**src/rtl/lane_pkg.sv**
```systemverilog
// Framing constants and lock-FSM encoding shared by the lane transmit and receive interfaces.
package lane_pkg;

    localparam logic [1:0]  HDR_DATA   = 2'b01;
    localparam logic [1:0]  HDR_CTRL   = 2'b10;
    localparam logic [63:0] SYNC_WORD  = 64'h78f678f678f678f6;
    localparam logic [5:0]  SCRAM_CTRL = 6'b001010;

    localparam logic [1:0] ST_HUNT   = 2'd0;
    localparam logic [1:0] ST_VERIFY = 2'd1;
    localparam logic [1:0] ST_LOCKED = 2'd2;

    function automatic logic is_sync_word(input logic [1:0] hdr, input logic [63:0] data);
        return (hdr == HDR_CTRL) && (data == SYNC_WORD);
    endfunction

    // Only the top six bits identify a scrambler-state word; the seed bits are don't-care.
    function automatic logic is_scram_word(input logic [1:0] hdr, input logic [5:0] data_top);
        return (hdr == HDR_CTRL) && (data_top == SCRAM_CTRL);
    endfunction

endpackage

```
**src/rtl/rx_frame_sync.sv**
```systemverilog
// Metaframe lock FSM: hunts for the sync word, verifies its spacing, and tracks it once locked.
module rx_frame_sync
    import lane_pkg::*;
#(
    parameter int META_FRAME_LEN = 16,
    parameter int LOCK_CNT       = 4,
    parameter int LOSS_CNT       = 4
) (
    input  logic                              clk_i,
    input  logic                              rst_n_i,
    input  logic                              word_valid_i,
    input  logic                              is_sync_i,
    output logic                              locked_o,
    output logic [$clog2(META_FRAME_LEN)-1:0] word_pos_o,
    output logic                              sync_err_o
);

    localparam int CTR_W  = $clog2(META_FRAME_LEN);
    localparam int GOOD_W = $clog2(LOCK_CNT + 1);
    localparam int BAD_W  = $clog2(LOSS_CNT + 1);

    logic [1:0]        state_q,    state_d;
    logic [CTR_W-1:0]  word_ctr_q, word_ctr_d;
    logic [GOOD_W-1:0] good_q,     good_d;
    logic [BAD_W-1:0]  bad_q,      bad_d;
    logic              sync_err_q, sync_err_d;

    // NOTE: every signal gets its hold value first so no path through the block leaves one unassigned (no latches).
    always_comb begin
        state_d    = state_q;
        word_ctr_d = word_ctr_q;
        good_d     = good_q;
        bad_d      = bad_q;
        sync_err_d = 1'b0;
        if (word_valid_i) begin
            word_ctr_d = (word_ctr_q == CTR_W'(META_FRAME_LEN - 1)) ? '0 : word_ctr_q + CTR_W'(1);
            case (state_q)
                ST_HUNT: begin
                    if (is_sync_i) begin
                        state_d    = ST_VERIFY;
                        word_ctr_d = CTR_W'(1);
                        good_d     = GOOD_W'(1);
                    end
                end
                ST_VERIFY: begin
                    if (word_ctr_q == '0) begin
                        if (is_sync_i) begin
                            if (good_q != GOOD_W'(LOCK_CNT)) good_d = good_q + GOOD_W'(1);
                            if (good_q >= GOOD_W'(LOCK_CNT - 1)) begin
                                state_d = ST_LOCKED;
                                bad_d   = '0;
                            end
                        end else begin
                            sync_err_d = 1'b1;
                            state_d    = ST_HUNT;
                        end
                    end
                end
                ST_LOCKED: begin
                    if (word_ctr_q == '0) begin
                        if (is_sync_i) begin
                            bad_d = '0;
                        end else begin
                            sync_err_d = 1'b1;
                            if (bad_q != BAD_W'(LOSS_CNT)) bad_d = bad_q + BAD_W'(1);
                            // Position is kept on loss; HUNT realigns on the next sync word anyway.
                            if (bad_q >= BAD_W'(LOSS_CNT - 1)) state_d = ST_HUNT;
                        end
                    end
                end
                default: state_d = ST_HUNT;
            endcase
        end
    end

    // NOTE: state registers use non-blocking assignments so all flops update together at the edge.
    always_ff @(posedge clk_i) begin
        if (!rst_n_i) begin
            state_q    <= ST_HUNT;
            word_ctr_q <= '0;
            good_q     <= '0;
            bad_q      <= '0;
            sync_err_q <= 1'b0;
        end else begin
            state_q    <= state_d;
            word_ctr_q <= word_ctr_d;
            good_q     <= good_d;
            bad_q      <= bad_d;
            sync_err_q <= sync_err_d;
        end
    end

    assign locked_o   = (state_q == ST_LOCKED);
    assign word_pos_o = word_ctr_q;
    assign sync_err_o = sync_err_q;

endmodule

```
**src/rtl/rx_interface.sv**
```systemverilog
// Lane receive interface: frame lock via rx_frame_sync, then strips framing/idle words and
// delivers header-01 data words with a one-cycle valid strobe.
module rx_interface
    import lane_pkg::*;
#(
    parameter int META_FRAME_LEN = 16,
    parameter int LOCK_CNT       = 4,
    parameter int LOSS_CNT       = 4
) (
    input  logic        USER_CLK,
    input  logic        SYSTEM_RESET_N,
    input  logic [63:0] DATA_IN,
    input  logic [1:0]  HEADER_IN,
    input  logic        DATA_IN_VALID,
    output logic [63:0] DATA_OUT,
    output logic        DATA_OUT_VALID,
    output logic        FRAME_LOCK,
    output logic        SYNC_ERR,
    output logic        SCRAM_ERR,
    output logic        HEADER_ERR
);

    localparam int CTR_W = $clog2(META_FRAME_LEN);

    logic             locked;
    logic [CTR_W-1:0] word_pos;
    logic             sync_err;
    logic             is_sync;
    logic             is_scram;

    logic [63:0] data_q,      data_d;
    logic        dvalid_q,    dvalid_d;
    logic        scram_err_q, scram_err_d;
    logic        hdr_err_q,   hdr_err_d;

    assign is_sync  = is_sync_word(HEADER_IN, DATA_IN);
    assign is_scram = is_scram_word(HEADER_IN, DATA_IN[63:58]);

    rx_frame_sync #(
        .META_FRAME_LEN (META_FRAME_LEN),
        .LOCK_CNT       (LOCK_CNT),
        .LOSS_CNT       (LOSS_CNT)
    ) u_frame_sync (
        .clk_i        (USER_CLK),
        .rst_n_i      (SYSTEM_RESET_N),
        .word_valid_i (DATA_IN_VALID),
        .is_sync_i    (is_sync),
        .locked_o     (locked),
        .word_pos_o   (word_pos),
        .sync_err_o   (sync_err)
    );

    // Decisions use the pre-update lock state and position, so lock changes only affect later words.
    always_comb begin
        data_d      = data_q;
        dvalid_d    = 1'b0;
        scram_err_d = 1'b0;
        hdr_err_d   = 1'b0;
        if (DATA_IN_VALID && locked) begin
            if (word_pos == CTR_W'(1)) begin
                scram_err_d = !is_scram;
            end else if (word_pos >= CTR_W'(2)) begin
                case (HEADER_IN)
                    HDR_DATA: begin
                        data_d   = DATA_IN;
                        dvalid_d = 1'b1;
                    end
                    HDR_CTRL: ;
                    default:  hdr_err_d = 1'b1;
                endcase
            end
        end
    end

    always_ff @(posedge USER_CLK) begin
        if (!SYSTEM_RESET_N) begin
            data_q      <= '0;
            dvalid_q    <= 1'b0;
            scram_err_q <= 1'b0;
            hdr_err_q   <= 1'b0;
        end else begin
            data_q      <= data_d;
            dvalid_q    <= dvalid_d;
            scram_err_q <= scram_err_d;
            hdr_err_q   <= hdr_err_d;
        end
    end

    assign DATA_OUT       = data_q;
    assign DATA_OUT_VALID = dvalid_q;
    assign FRAME_LOCK     = locked;
    assign SYNC_ERR       = sync_err;
    assign SCRAM_ERR      = scram_err_q;
    assign HEADER_ERR     = hdr_err_q;

endmodule

```
**config.mk**
```make
export PLATFORM = sky130hd
export DESIGN_NAME = rx_interface
export DESIGN_NICKNAME = d
export VERILOG_FILES = /design/src/rtl/lane_pkg.sv /design/src/rtl/rx_frame_sync.sv /design/src/rtl/rx_interface.sv
export SDC_FILE = /design/constraint.sdc
export NUM_CORES = 1
export LEC_CHECK = 0
export CAP_MARGIN = 20
export CORE_AREA = 2 2 94 96
export DETAILED_ROUTE_END_ITERATION = 6
export DIE_AREA = 0 0 96 98
export GPL_TIMING_DRIVEN = 0
export PLACE_DENSITY = 0.84
export SYNTH_ARGS = -nofsm -noshare
export SYNTH_HDL_FRONTEND = slang
export SYNTH_HIERARCHICAL = 1
export SYNTH_SLANG_ARGS = --single-unit
```
**constraint.sdc**
```tcl
create_clock -name USER_CLK -period 3.81 [get_ports USER_CLK]
set_input_delay 0.762 -clock USER_CLK [delete_from_list [all_inputs] [get_ports USER_CLK]]
set_output_delay 0.762 -clock USER_CLK [all_outputs]
set_load 0.01 [all_outputs]
```
==> impl_metrics.csv <==
group,metric,value,unit
outcome,outcome,"completed",
final_layout,diodes,0,
clocking,root_buffer,"clkbuf_8",
clocking,cts_hold_buf,0,
setup_path,cp_data_arrival_time,3.72,ns
global_routing,globalRouteTotalUtil,22.6,%
setup_path,cp_cell_sequence,"clkdlybuf4s50_1, or4b_4, nor4_2, nand4_1, nor3_2, buf_2, nand4b_1, o2111ai_2, or4_1, a21oi_1",
yosys,syn_area,0.00356,sq mm
sta,whs,0.455,ns
setup_path,crit_fanout,9,
final_layout,stdcell_area,0.00526,sq mm
sta,rsz0062_at_grt,"no",
sta,max_freq,290,MHz
final_layout,drive_gt1_share,6.60,%
floorplanning,dieArea,0.00941,sq mm
floorplanning,initial_utilization,42.1,%
yosys,ys_warn_count,6,
yosys,synth-edff-count,0,
sta,finalCriticalPeriod,3.45,ns
yosys,yosysUniqueCellTypes,42,
final_layout,nNetsFinal,655,
sta,finalSetupViolations,0,
yosys,yosysSeqAreaShare,44.9,%
clocking,htree_levels,3,
yosys,syn_inst,424,
global_routing,grt_antenna_before_repair,0,
route,drtIter0Drc,126,
sta,setup_tns,0,ns
clocking,post-cts-setup-buffers,0,
route,viasPerCell,5.06,
sta,fin_crit_sh,90.5,%
setup_path,cp_slowest_stage_delay,0.54,ns
route,avgRoutedWirePerCell,15.2,microns
yosys,syn_avg_cell_area,8.41,sq um
final_layout,syn_to_final_growth,47.5,%
sta,fin_skew,0.00685,ns
clocking,numClockSinks,80,
setup_path,start_kind,"input pin",
power_and_ir_drop,p_leak,1.80,nW
setup_path,crit_type,"input pin to flop",
final_layout,most-common-layout-cells,"143 x nand2_1, 137 x clkdlybuf4s50_1, 80 x dfxtp_1",
min_path,hold_class,"flop to flop",
floorplanning,core_area,0.00847,sq mm
setup_path,crit_path_top_delay_cell,"or4b_4",
yosys,async_flop_share,0,%
yosys,ys_ff_latch,80,
setup_path,end_kind,"flop",
setup_path,worst-path-buf-inv,2,
route,ant_nets,0,
job,drv_cap,0,
route,dr.pass1.iters,4,
global_routing,grt_pass1_wl,16500,microns
sta,drv_slew,0,
floorplanning,die_h,98,microns
sta,finalHoldViolations,0,
clocking,cts-resized-gates,0,
placed_design,gp_congestion,0.865,
global_routing,overflow,0,
route,route.detailed.drc,0,
power_and_ir_drop,total_power,1.58,mW
sta,tightest_slew,0.613,ns
global_routing,grt_pass1_vias,3465,
placed_design,dp_cells,669,
final_layout,instances_no_fill,684,
final_layout,layout_commonest_cell,"nand2_1",
power_and_ir_drop,ir_drop,176,uV
global_routing,grt_start_max_net_pins,14,
power_and_ir_drop,power_density,300,mW/mm^2
clocking,cts_tree,"yes",
route,vias,3459,
clocking,path_clk_slew,0.08,ns
clocking,cts_max_path_buffers,2,
clocking,numCtsBuffers,9,
floorplanning,num_rows,34,
clocking,clk_latency,0.35,ns
placed_design,dpl-instance-area,0.00507,sq mm
yosys,dominantRegCellSynth,"dfxtp_1",
floorplanning,ioPinCount,138,
sta,slew_headroom,58.8,%
placed_design,dp_hpwl,7950,microns
yosys,synth_nets,507,
placed_design,numPortBuffers,137,
route,drt_wl_total,10400,microns
setup_path,critPathTopFamily,"simple AND/OR/NAND/NOR gates",
floorplanning,die_w,96,microns
setup_path,required,4.08,ns
[flip-flops by register name, indices dropped and copies added, names as in the netlist]
name                     flops
u_frame_sync/sync_err_o      1
u_frame_sync/bad_q           3
u_frame_sync/word_pos_o      4
u_frame_sync/state_q         2
DATA_OUT_VALID               1
u_frame_sync/good_q          3
DATA_OUT                    64
HEADER_ERR                   1
SCRAM_ERR                    1
[tightest hold or removal path: stages, from the launching register on]
cell and delay, ns:
dfxtp_1 0.31, nand2_1 0.05, a21boi_1 0.05
[worst paths after layout]
kind,startpoint,to,slack [ns],cells past startpoint
setup / recovery,DATA_IN[32],u_frame_sync/bad_q[0],0.36,10
hold / removal,DATA_OUT[36],DATA_OUT[36],0.46,2
setup reg to reg,u_frame_sync/good_q[0],u_frame_sync/bad_q[0],1.86,6
hold reg to reg,DATA_OUT[36],DATA_OUT[36],0.46,2
[kinds of logic after synthesis]
logic type / after synthesis / synth area share, %
adder cells (fa/ha/maj): 14 / 4.91
multiplexers: 1 / 0.281
AND/OR/NAND/NOR: 192 / 25.4
AO/OA/AOI/OAI: 97 / 19.2
flip-flops: 80 / 44.9
buffers and inverters: 40 / 5.23
[metrics by stage]
step	worst slack, ns	util [%]
6_report	0.363	62.1
5_1_grt	0.189	62.1
4_1_cts	0.337	62.1
3_5_place_dp	-0.0167	59.9
3_3_place_gp	0.0981	59.9
2_1_floorplan	0.904	-
[area by class of cell]
type                       count  area [sq um]
buffer                        24           126
clock buffer                   9           124
clock inverter                 6          61.3
fill                         729          3210
inverter                      16          60.1
multi-input combinational    304          1780
sequential                    80          1600
tap                          108           135
timing repair buffer         137          1370
[cells in the mapped netlist, drive strengths merged, types with 2 or more instances]
library cell	n	area share (%)
nand4	12	2.3
inv	16	1.7
or4	3	0.63
dfxtp	80	45
clkbuf	10	1.1
a21oi	13	1.8
nand2	143	15
a31oi	2	0.35
o21ai	9	1.3
a21boi	65	14
nor2	5	0.53
nor3	3	0.56
or4b	3	0.95
and4b	2	0.56
o2111ai	2	0.67
buf	14	2.5
nand4b	6	1.5
ha	14	4.9
nor4	6	1.2
nor2b	2	0.35
[per-layer routing]
layer,up-vias,global-route usage (%),share of wire (%)
met2,107,40.4,50
met1,1600,26.2,42
met4,0,8.35,1.7
li1,1738,-,-
met3,14,4.32,5.9
met5,-,0,0
[where the power goes]
| group | switching (mW) | leakage (nW) | internal, mW |
|---|---|---|---|
| clock network | 0.305 | 0.0948 | 0.297 |
| registers | 0.00260 | 0.644 | 0.837 |
| logic | 0.0510 | 1.06 | 0.0848 |
No activity file was read; power rests on OpenSTA's default activity.
